$ cat src/rtl/pc_fetch_ctrl_pkg.sv
// Shared types and constants for the PC fetch sequencer.
package pc_fetch_ctrl_pkg;

  localparam int unsigned XLEN = 32;

  localparam logic [XLEN-1:0] DefaultResetVector = 32'h0000_0000;
  localparam logic [XLEN-1:0] DefaultTrapVector  = 32'h0000_0100;

  typedef enum logic [2:0] {
    StIdle,
    StReq,
    StWait,
    StExec,
    StHalted
  } fetch_state_e;

  function automatic logic is_misaligned(logic [XLEN-1:0] addr);
    return addr[1:0] != 2'b00;
  endfunction

endpackage

$ cat src/rtl/pc_fetch_ctrl_if.sv
// Instruction-memory request/response handshake between fetch sequencer and memory.
interface pc_fetch_ctrl_if;

  logic                                 imem_req_valid;
  logic                                 imem_req_ready;
  logic [pc_fetch_ctrl_pkg::XLEN-1:0]   imem_addr;
  logic                                 imem_rsp_valid;

  modport master (
    output imem_req_valid,
    output imem_addr,
    input  imem_req_ready,
    input  imem_rsp_valid
  );

  modport slave (
    input  imem_req_valid,
    input  imem_addr,
    output imem_req_ready,
    output imem_rsp_valid
  );

endinterface

$ cat src/rtl/pc_fetch_ctrl_pc_next_sel.sv
// Next-PC priority mux (trap > jump > branch > sequential) with target alignment check.
module pc_fetch_ctrl_pc_next_sel
  import pc_fetch_ctrl_pkg::*;
#(
  parameter logic [XLEN-1:0] TrapVector = DefaultTrapVector
) (
  input  logic            trap_i,
  input  logic            jump_i,
  input  logic [XLEN-1:0] jump_target_i,
  input  logic            branch_taken_i,
  input  logic [XLEN-1:0] branch_target_i,
  input  logic [XLEN-1:0] pc_plus4_i,
  output logic [XLEN-1:0] next_pc_o,
  output logic            misalign_o
);

  always_comb begin
    next_pc_o  = pc_plus4_i;
    misalign_o = 1'b0;
    if (trap_i) begin
      // A requested trap is not itself a misaligned-target event.
      next_pc_o = TrapVector;
    end else if (jump_i) begin
      misalign_o = is_misaligned(jump_target_i);
      next_pc_o  = misalign_o ? TrapVector : jump_target_i;
    end else if (branch_taken_i) begin
      misalign_o = is_misaligned(branch_target_i);
      next_pc_o  = misalign_o ? TrapVector : branch_target_i;
    end
  end

endmodule

$ cat src/rtl/pc_fetch_ctrl.sv
// PC register and IDLE/REQ/WAIT/EXEC/HALTED fetch sequencer; PC+4 adder is external.
module pc_fetch_ctrl
  import pc_fetch_ctrl_pkg::*;
#(
  parameter logic [XLEN-1:0] RESET_VECTOR = DefaultResetVector,
  parameter logic [XLEN-1:0] TRAP_VECTOR  = DefaultTrapVector
) (
  input  logic                    clk,
  input  logic                    reset,
  pc_fetch_ctrl_if.master         imem,
  output logic [XLEN-1:0]         pc_out,
  input  logic [XLEN-1:0]         pc_plus4_in,
  output logic                    instr_valid,
  input  logic                    branch_taken,
  input  logic [XLEN-1:0]         branch_target,
  input  logic                    jump,
  input  logic [XLEN-1:0]         jump_target,
  input  logic                    trap,
  input  logic                    halt,
  output logic                    misalign_trap,
  output logic                    halted
);

  fetch_state_e    state_q, state_d;
  logic [XLEN-1:0] pc_q, pc_d;
  logic            misalign_q, misalign_d;
  logic [XLEN-1:0] sel_pc;
  logic            sel_misalign;

  pc_fetch_ctrl_pc_next_sel #(
    .TrapVector(TRAP_VECTOR)
  ) u_pc_next_sel (
    .trap_i         (trap),
    .jump_i         (jump),
    .jump_target_i  (jump_target),
    .branch_taken_i (branch_taken),
    .branch_target_i(branch_target),
    .pc_plus4_i     (pc_plus4_in),
    .next_pc_o      (sel_pc),
    .misalign_o     (sel_misalign)
  );

  always_comb begin
    state_d    = state_q;
    pc_d       = pc_q;
    misalign_d = 1'b0;
    unique case (state_q)
      StIdle: state_d = StReq;
      StReq:  if (imem.imem_req_ready) state_d = StWait;
      StWait: if (imem.imem_rsp_valid) state_d = StExec;
      StExec: begin
        pc_d       = sel_pc;
        misalign_d = sel_misalign;
        state_d    = halt ? StHalted : StReq;
      end
      StHalted: state_d = StHalted;
      default:  state_d = StIdle;
    endcase
  end

  always_ff @(posedge clk) begin
    if (reset) begin
      state_q    <= StIdle;
      pc_q       <= RESET_VECTOR;
      misalign_q <= 1'b0;
    end else begin
      state_q    <= state_d;
      pc_q       <= pc_d;
      misalign_q <= misalign_d;
    end
  end

  assign pc_out              = pc_q;
  assign imem.imem_addr      = pc_q;
  assign imem.imem_req_valid = (state_q == StReq);
  assign instr_valid         = (state_q == StExec);
  assign misalign_trap       = misalign_q;
  assign halted              = (state_q == StHalted);

endmodule

$ cat src/flat_wrapper.sv
// flat-port wrapper written by rule: the top's interface ports become plain ports
module pc_fetch_ctrl_flat import pc_fetch_ctrl_pkg::*;
#(
  parameter logic [XLEN-1:0] RESET_VECTOR = DefaultResetVector,
  parameter logic [XLEN-1:0] TRAP_VECTOR  = DefaultTrapVector
)
  (clk, reset, pc_out, pc_plus4_in, instr_valid, branch_taken, branch_target, jump, jump_target, trap, halt, misalign_trap, halted, imem_imem_req_valid, imem_imem_addr, imem_imem_req_ready, imem_imem_rsp_valid);
  pc_fetch_ctrl_if imem_i ();
  input  logic clk;
  input  logic reset;
  output logic [XLEN-1:0] pc_out;
  input  logic [XLEN-1:0] pc_plus4_in;
  output logic instr_valid;
  input  logic branch_taken;
  input  logic [XLEN-1:0] branch_target;
  input  logic jump;
  input  logic [XLEN-1:0] jump_target;
  input  logic trap;
  input  logic halt;
  output logic misalign_trap;
  output logic halted;
  output wire logic [$bits(imem_i.imem_req_valid)-1:0] imem_imem_req_valid;
  output wire logic [$bits(imem_i.imem_addr)-1:0] imem_imem_addr;
  input wire logic [$bits(imem_i.imem_req_ready)-1:0] imem_imem_req_ready;
  input wire logic [$bits(imem_i.imem_rsp_valid)-1:0] imem_imem_rsp_valid;
  assign imem_imem_req_valid = imem_i.imem_req_valid;
  assign imem_imem_addr = imem_i.imem_addr;
  assign imem_i.imem_req_ready = imem_imem_req_ready;
  assign imem_i.imem_rsp_valid = imem_imem_rsp_valid;
  pc_fetch_ctrl #(.RESET_VECTOR(RESET_VECTOR), .TRAP_VECTOR(TRAP_VECTOR)) u_core (.clk(clk), .reset(reset), .imem(imem_i), .pc_out(pc_out), .pc_plus4_in(pc_plus4_in), .instr_valid(instr_valid), .branch_taken(branch_taken), .branch_target(branch_target), .jump(jump), .jump_target(jump_target), .trap(trap), .halt(halt), .misalign_trap(misalign_trap), .halted(halted));
endmodule
$ cat config.mk
export PLATFORM = sky130hd
export DESIGN_NAME = pc_fetch_ctrl_flat
export DESIGN_NICKNAME = d
export VERILOG_FILES = /design/src/rtl/pc_fetch_ctrl_pkg.sv /design/src/rtl/pc_fetch_ctrl_if.sv /design/src/rtl/pc_fetch_ctrl_pc_next_sel.sv /design/src/rtl/pc_fetch_ctrl.sv /design/src/flat_wrapper.sv
export SDC_FILE = /design/constraint.sdc
export NUM_CORES = 1
export LEC_CHECK = 0
export CAP_MARGIN = 10
export CORE_MARGIN = 2
export CORE_UTILIZATION = 30
export DETAILED_ROUTE_END_ITERATION = 8
export PLACE_DENSITY = 0.82
export SYNTH_ARGS = -nofsm -noshare
export SYNTH_HDL_FRONTEND = slang
export SYNTH_SLANG_ARGS = --single-unit
$ cat constraint.sdc
create_clock -name clk -period 1.3 [get_ports clk]
set_input_delay 0.26 -clock clk [delete_from_list [all_inputs] [get_ports clk]]
set_output_delay 0.26 -clock clk [all_outputs]
set_load 0.1 [all_outputs]
**Word-level counts from Yosys, hierarchy flattened**

Index checks and enable logic that the tools add are counted.
W data, S select, Z words.

- Register bits after elaboration: 36
- Input port bits: 104
- Word-level logic and storage cells: 26

- Equal/unequal tests: 6
- Multiplexer cells: 11
- Bitwise logic cells: 1
- Reductions and logical operators: 5

Operators by type and width:

| operator | count |
|---|---|
| $mux W32 | 5 |
| $pmux W3 S5 | 1 |
| $mux W3 | 3 |
| $eq A3 B2 Y1 const B | 2 |
| $reduce_bool A2 Y1 | 2 |
| $eq A3 B1 Y1 const B | 1 |
| $eq A3 B3 Y1 const B | 1 |
| $logic_not A3 Y1 | 1 |
| $reduce_or A3 Y1 | 1 |
| $mux W1 | 2 |
| $ne A2 B1 Y1 const B | 1 |
| $ne A2 B2 Y1 const B | 1 |
| $reduce_and A2 Y1 | 1 |
| $not A1 Y1 | 1 |

**Depth between registers and ports, before layout**

Gate-level depths: netlist of the first run.

- Word-level depth: 5
- Gate-level depth with buffers: 7
- Gate-level depth less buffers: 4

**Cells and area by module**

A second synthesis of the first run with hierarchy kept.

- Cells, all modules: 298
- Area, all modules: 2698.8 sq um

Modules (own cells, without submodules):

| module | times used | cells an instance | area each (sq um) |
|---|---|---|---|
| pc_fetch_ctrl | 1 | 188 | 1938.1 |
| pc_fetch_ctrl_pc_next_sel | 1 | 110 | 760.7 |

**Least setup slack after synthesis of the first run**

OpenSTA, ideal clock, no wires.

- Path type: register -> output
- Start point: register u_core.state_q[1]
- End point: output port halted
- Arrival time: 2719 ps
- Data required time: 1040 ps
- Path slack: -1679 ps
- Stages on the path, launching flop included: 3
- Buffers on the path: 1
- Cells stage by stage: dfxtp_1 > clkbuf_2 > nor3b_1

- Cells in the longest elaborated chain, start to end: 1

RTL lines:

| what | line | RTL |
|---|---|---|
| start: declaration | pc_fetch_ctrl.sv:24 | `fetch_state_e state_q, state_d;` |
| start signal: assignment | pc_fetch_ctrl.sv:63 | `state_q <= StIdle;` |
| start signal: assignment | pc_fetch_ctrl.sv:67 | `state_q <= state_d;` |
| $eq A3 B3 Y1 | pc_fetch_ctrl.sv:78 | `assign halted = (state_q == StHalted);` |
| end: declaration | flat_wrapper.sv:21 | `output logic halted;` |

Every way passes these cells.

**Worst setup path in the final report of the first run**

- Start point: register u_core.state_q[2]
- End point: output port halted

The elaborated chain is that of the path after synthesis.

==> results of run 1 <==
metal layers:
metal / vias to the layer above / part of all wire [%] / global-route usage [%]
li1: 1230 / - / -
met1: 1252 / 37 / 22.7
met2: 114 / 56 / 41.2
met3: 15 / 5.0 / 3.49
met4: 0 / 1.9 / 7.58
met5: - / 0 / 0
worst min-delay path by stage:
stage                                   start                         to  slack (ns)  cells past startpoint
finish                                   jump       u_core.misalign_trap        0.45                      3
global route                             jump       u_core.misalign_trap        0.45                      3
CTS                                      jump       u_core.misalign_trap        0.43                      3
detailed placement  u_core.imem.imem_addr[22]  u_core.imem.imem_addr[22]        0.54                      1
global placement    u_core.imem.imem_addr[23]  u_core.imem.imem_addr[23]        0.52                      1
floorplan                                halt          u_core.state_q[2]        0.42                      2
worst reg2reg max path: stages (launching register included):
cell,delay (ns)
dfxtp_2,0.36
nand3b_1,0.19
clkinvlp_4,0.16
buf_6,0.14
nor2_4,0.21
buf_6,0.18
a32o_1,0.13
timing repair:
action / in CTS / in global routing
buffers inserted: 10 / 2
pin swaps: 1 / 5
resized for setup: 22 / 5
endpoints found under the hold margin: 0 / 0
cloned: 2 / 0
setup endpoints to repair: 33 / 33
Yosys cell counts:
cell type	count
dfxtp_1	36
buf_4	32
nor2b_1	31
a311o_1	29
a32o_1	29
nand2b_1	19
inv_1	12
buf_2	11
o21ai_0	11
clkbuf_1	10
nor2_1	9
a32oi_1	2
buf_6	2
nand2_1	2
nand3b_1	2
a2111oi_0	1
a211o_1	1
a211oi_1	1
a211oi_4	1
a21boi_0	1
a31oi_1	1
a41oi_1	1
clkbuf_2	1
mux2_2	1
nand4bb_4	1
nor3_1	1
nor3b_1	1
nor4bb_1	1
o21bai_1	1
or2_1	1
or3b_2	1
report_power, final:
part	switching [mW]	internal (mW)
clock	0.386	0.365
sequential	0.0299	1.12
combinational	0.470	0.593
cells by family after synthesis:
family / count (synthesis) / synth area share [%]
buffers and inverters: 68 / 17.6
and+or+nand+nor: 69 / 18.9
AOI/OAI and AO/OA: 79 / 31.7
muxes: 1 / 0.490
DFF: 36 / 31.3
state kept, by name, summed over array words and instances (netlist names):
name,flops
u_core.imem.imem_addr,32
u_core.misalign_trap,1
u_core.state_q,3
cell type report:
| type | count | share of cell area, % |
|---|---|---|
| Timing Repair Buffer | 207 | 55.5 |
| Multi-Input combinational cell | 149 | 24.4 |
| Sequential cell | 36 | 15.1 |
| Tap cell | 99 | 2.48 |
| Clock buffer | 6 | 1.45 |
| Inverter | 12 | 0.975 |
| Clock inverter | 1 | 0.100 |
metrics by stage:
| stage | power (mW) | instances | setup WS (ns) |
|---|---|---|---|
| CTS | 3.00 | 509 | -0.193 |
| finish | 2.96 | 510 | -0.197 |
| floorplan | 1.65 | 253 | -0.464 |
| global placement | 2.15 | 490 | -0.385 |
| detailed placement | 2.17 | 490 | -0.451 |
| global route | 3.10 | 510 | -0.249 |
==> summary.txt, run 1 <==
Final setup margin: -0.197 ns
Synth top area share: 31.3%
Pin count of the biggest net entering global routing: 43
Commonest non-fill, non-tap cell in the layout: clkdlybuf4s50_1
Largest cells by area after synthesis: dfxtp_1, a311o_1, a32o_1
Max VDD drop: 471 µV
Final core utilization: 68.2%
Post-Syn Instances: 253
Core region area: 7330 µm²
Slew margin rel.: 79.6%
Mapped Nets: 357
Setup TNS Final: -4.10 ns
Most frequent cells in the layout: clkdlybuf4s50_1, buf_12, nor2b_1, a311o_1, a32o_1
Ys Warns: 0
Post-DP Area: 4740 µm²
First-pass GRT wire length: 14100 µm
Synthesized area: 2300 µm²
Grt ovf: 0
Worst Path Buf+Inv: 2
Multi-input gate area: 1220 µm²
CTS sink count: 36
PD cells: 592 nW/µm²
Worst r2r src: u_core.state_q[2]
Hold_ws: 0.450 ns
Post-DP HPWL: 6770 µm
Drt total wl: 8960 µm
Crit path max-delay family: flip-flops
Fillers: 544
Max frequency: 0.668 GHz
Leakage Power: 1.92 nW
Largest stage delay, worst path: 0.36 ns
Clock Latency Late Sink: 0.28 ns
Critical Path End Type: output port
Share of cells above drive strength 1: 36.5%
Endpoints failing hold: 0
Worst path depth: 3
Chip height: 91.6 µm
Slew Limit Fails: 0
Unrepaired setup endpoints after global routing: true
Register Area: 757 µm²
Critical path data arrival time: 1.24 ns
CTS tree: done
# diodes: 0
Starting Density: 31.4%
Slowest cell on the critical path: dfxtp_2
IO Count: 172
Hold-fix buffers, CTS: 0
Syn avg cell area: 9.09 µm²
Setup crit start kind: register
Setup-failing EPs final: 33
Vias/cell: 5.12
Clock slew seen by the registers of the worst setup and hold paths: 0.07 ns
Cells on worst reg2reg path: 6
Count of cell types in the netlist: 31
Register-to-register setup slack: -0.15 ns
Worst-path fanout max: 4
H-Tree Depth: 2
Measured slew at the worst slew-check pin: 0.305 ns
Die area: 8380 µm²
Crit path from: u_core.state_q[2]
GP Congestion: 0.719
Setup CP Type: reg -> out
Post-synth top area cell: dfxtp_1
Area grow syn2layout: 118%
Cell Chain, Critical Path: buf_6 -> nor3b_4 -> buf_12
Die Span X: 91.6 µm
IO Port Bufs: 171
Total CTS buffers: 5
Initial DRC count: 94
Max-Cap Viols: 0
Post-synthesis sequential area ratio: 31.3%
Vias in the first global route: 2873
CP endpoint: halted
Site row count: 31
Final #Nets: 515
Final Cell Area: 5000 µm²
Worst r2r dst: u_core.imem.imem_addr[24]
GRT Overall Usage: 21.2%
Worst path required time: 1.04 ns
Min-delay worst type: in -> reg
Residual DRC count: 0
Tmin final: 1.50 ns
Clock Path Buffers: 2
Final ANT Viol Nets: 0
Wire per inst: 17.6 µm
FF+latch count, synth: 36
Initial antenna violation count: 0
Status: complete, but fails checks
Tcrit/Tclk final: 115%
Root buf cell: clkbuf_8
Failing checks: negative setup slack
Drt pass-1 iters: 4
Via count: 2611
Worst Clk Skew: 0.00434 ns
(Power assumes the default switching activity.)
==> run 2: changes to the inputs <==
--- a/config.mk
+++ b/config.mk
@@ -9,7 +9,8 @@
 export CORE_MARGIN = 2
 export CORE_UTILIZATION = 30
 export DETAILED_ROUTE_END_ITERATION = 8
-export PLACE_DENSITY = 0.82
+export PLACE_DENSITY = 0.79
+export SETUP_SLACK_MARGIN = 0.02
 export SYNTH_ARGS = -nofsm -noshare
 export SYNTH_HDL_FRONTEND = slang
 export SYNTH_SLANG_ARGS = --single-unit
==> summary.txt, run 2 (synthesis results as in run 1) <==
Drt pass-1 iters: 4 (unchanged)
Cell Chain, Critical Path: nand3b_1 -> clkinvlp_4 -> buf_6 -> buf_12
Total CTS buffers: 5 (unchanged)
GP Congestion: 0.712 (-0.96%)
Slowest cell on the critical path: dfxtp_2
Leakage Power: 1.90 nW (-0.65%)
CTS sink count: 36 (unchanged)
Status: complete, but fails checks
Setup crit start kind: register
Starting Density: 31.4% (unchanged)
Endpoints failing hold: 0 (unchanged)
Residual DRC count: 0 (unchanged)
Commonest non-fill, non-tap cell in the layout: clkdlybuf4s50_1
Drt total wl: 9030 µm (+0.84%)
Core region area: 7330 µm² (unchanged)
Unrepaired setup endpoints after global routing: true
Share of cells above drive strength 1: 35.9% (-0.62 points)
Critical path data arrival time: 1.26 ns (+0.02 ns)
Initial DRC count: 94 (unchanged)
H-Tree Depth: 2 (unchanged)
Tcrit/Tclk final: 117% (+1.9 points)
First-pass GRT wire length: 13800 µm (-2.0%)
Grt ovf: 0 (unchanged)
Vias in the first global route: 2798 (-2.6%)
Clock slew seen by the registers of the worst setup and hold paths: 0.07 ns (about the same)
Critical Path End Type: output port
Largest register FFs: 32 (unchanged)
Failing checks: negative setup slack
Final #Nets: 510 (-0.97%)
Clock Latency Late Sink: 0.28 ns (about the same)
Tmin final: 1.52 ns (+0.0248 ns)
GRT Overall Usage: 20.5% (-0.74 points)
Hold-fix buffers, CTS: 0 (unchanged)
Final setup margin: -0.222 ns (-0.0248 ns)
IO Port Bufs: 171 (unchanged)
Total chip power: 2.93 mW (-1.1%)
Clock Path Buffers: 2 (unchanged)
Most frequent cells in the layout: clkdlybuf4s50_1, buf_12, nor2b_1, a311o_1, a32o_1
Wire per inst: 17.8 µm (+1.6%)
Max frequency: 0.657 GHz (-1.6%)
Hold_ws: 0.428 ns (-0.0214 ns)
Max-Cap Viols: 0 (unchanged)
CTS tree: done
Worst path required time: 1.04 ns (about the same)
Root buf cell: clkbuf_8
Final ANT Viol Nets: 0 (unchanged)
Via count: 2593 (-0.69%)
Vias/cell: 5.12 (about the same)
Register Area: 812 µm² (+7.3%)
Die area: 8380 µm² (unchanged)
Max VDD drop: 388 µV (-18%)
Worst-path fanout max: 3 (-1)
Post-DP HPWL: 6830 µm (+0.81%)
# diodes: 0 (unchanged)
Measured slew at the worst slew-check pin: 0.374 ns (+0.0696 ns)
Non-Filler Instances: 506 (-0.78%)
Setup CP Type: reg -> out
IO Count: 172 (unchanged)
Largest stage delay, worst path: 0.36 ns (about the same)
Cells after DPL: 487 (-0.61%)
Initial antenna violation count: 0 (unchanged)
Setup TNS Final: -3.68 ns (+0.421 ns)
Multi-input gate area: 1230 µm² (+0.72%)
Area grow syn2layout: 120%
Slew margin rel.: 75.0% (-4.7 points)
Fillers: 531 (-2.4%)
Setup-failing EPs final: 32 (-3.0%)
Site row count: 31 (unchanged)
Min-delay worst type: in -> reg
Pin count of the biggest net entering global routing: 35 (-19%)
Die Span X: 91.6 µm (unchanged)
Chip height: 91.6 µm (unchanged)
Slew Limit Fails: 0 (unchanged)
PD cells: 579 nW/µm² (-2.3%)
Final core utilization: 69.1% (+0.82 points)
Worst Clk Skew: 0.00447 ns (+0.000135 ns)
run 2: power breakdown:
group	switching (mW)	total [mW]	internal, mW
Combinational	0.471	1.05	0.581
Sequential	0.0308	1.11	1.08
Clock	0.393	0.770	0.376
Total	0.895	2.93	2.04
run 2: metal layers:
metal  up-vias  global-route usage [%]  part of all wire, %
met5         -                       0                    0
met4         0                    5.56                  1.8
met3        12                    4.40                  6.6
met2       117                    40.0                   55
met1      1242                    21.8                   37
li1       1222                       -                    -
run 2: worst max-delay path, delay by kind of cell (launching register included):
kind	cells	cell delay [ns]
AND/OR/NAND/NOR	1	0.19
flip-flops	1	0.36
buffers and inverters	3	0.43
run 2: worst paths after layout:
path | startpoint | to | slack, ns | cells past startpoint
setup / recovery | u_core.state_q[2] | instr_valid | -0.22 | 4
hold / removal | jump | u_core.misalign_trap | 0.43 | 3
setup reg to reg | u_core.state_q[2] | u_core.imem.imem_addr[23] | -0.16 | 6
hold reg to reg | u_core.imem.imem_addr[18] | u_core.imem.imem_addr[18] | 0.53 | 1
run 2: stage by stage:
stage / setup slack (ns) / area [µm²]
5_1_grt: -0.260 / 5060
6_report: -0.222 / 5060
3_3_place_gp: -0.413 / 4790
4_1_cts: -0.215 / 5000
2_1_floorplan: -0.464 / 2420
3_5_place_dp: -0.477 / 4790
run 2: layout make-up:
type | count | share of cell area, %
clock inverters | 1 | 0.0989
inverters | 12 | 0.964
flip-flops and latches | 36 | 16.0
clock buffers | 7 | 1.51
well taps | 99 | 2.45
multi-input cells | 149 | 24.2
repair buffers | 202 | 54.7
run 2: what timing repair did:
action                     in CTS  in global routing
pin swaps                       6                  4
resized for setup              17                 11
setup buffers                   6                  3
cloned                          1                  1
setup endpoints to repair      37                 34
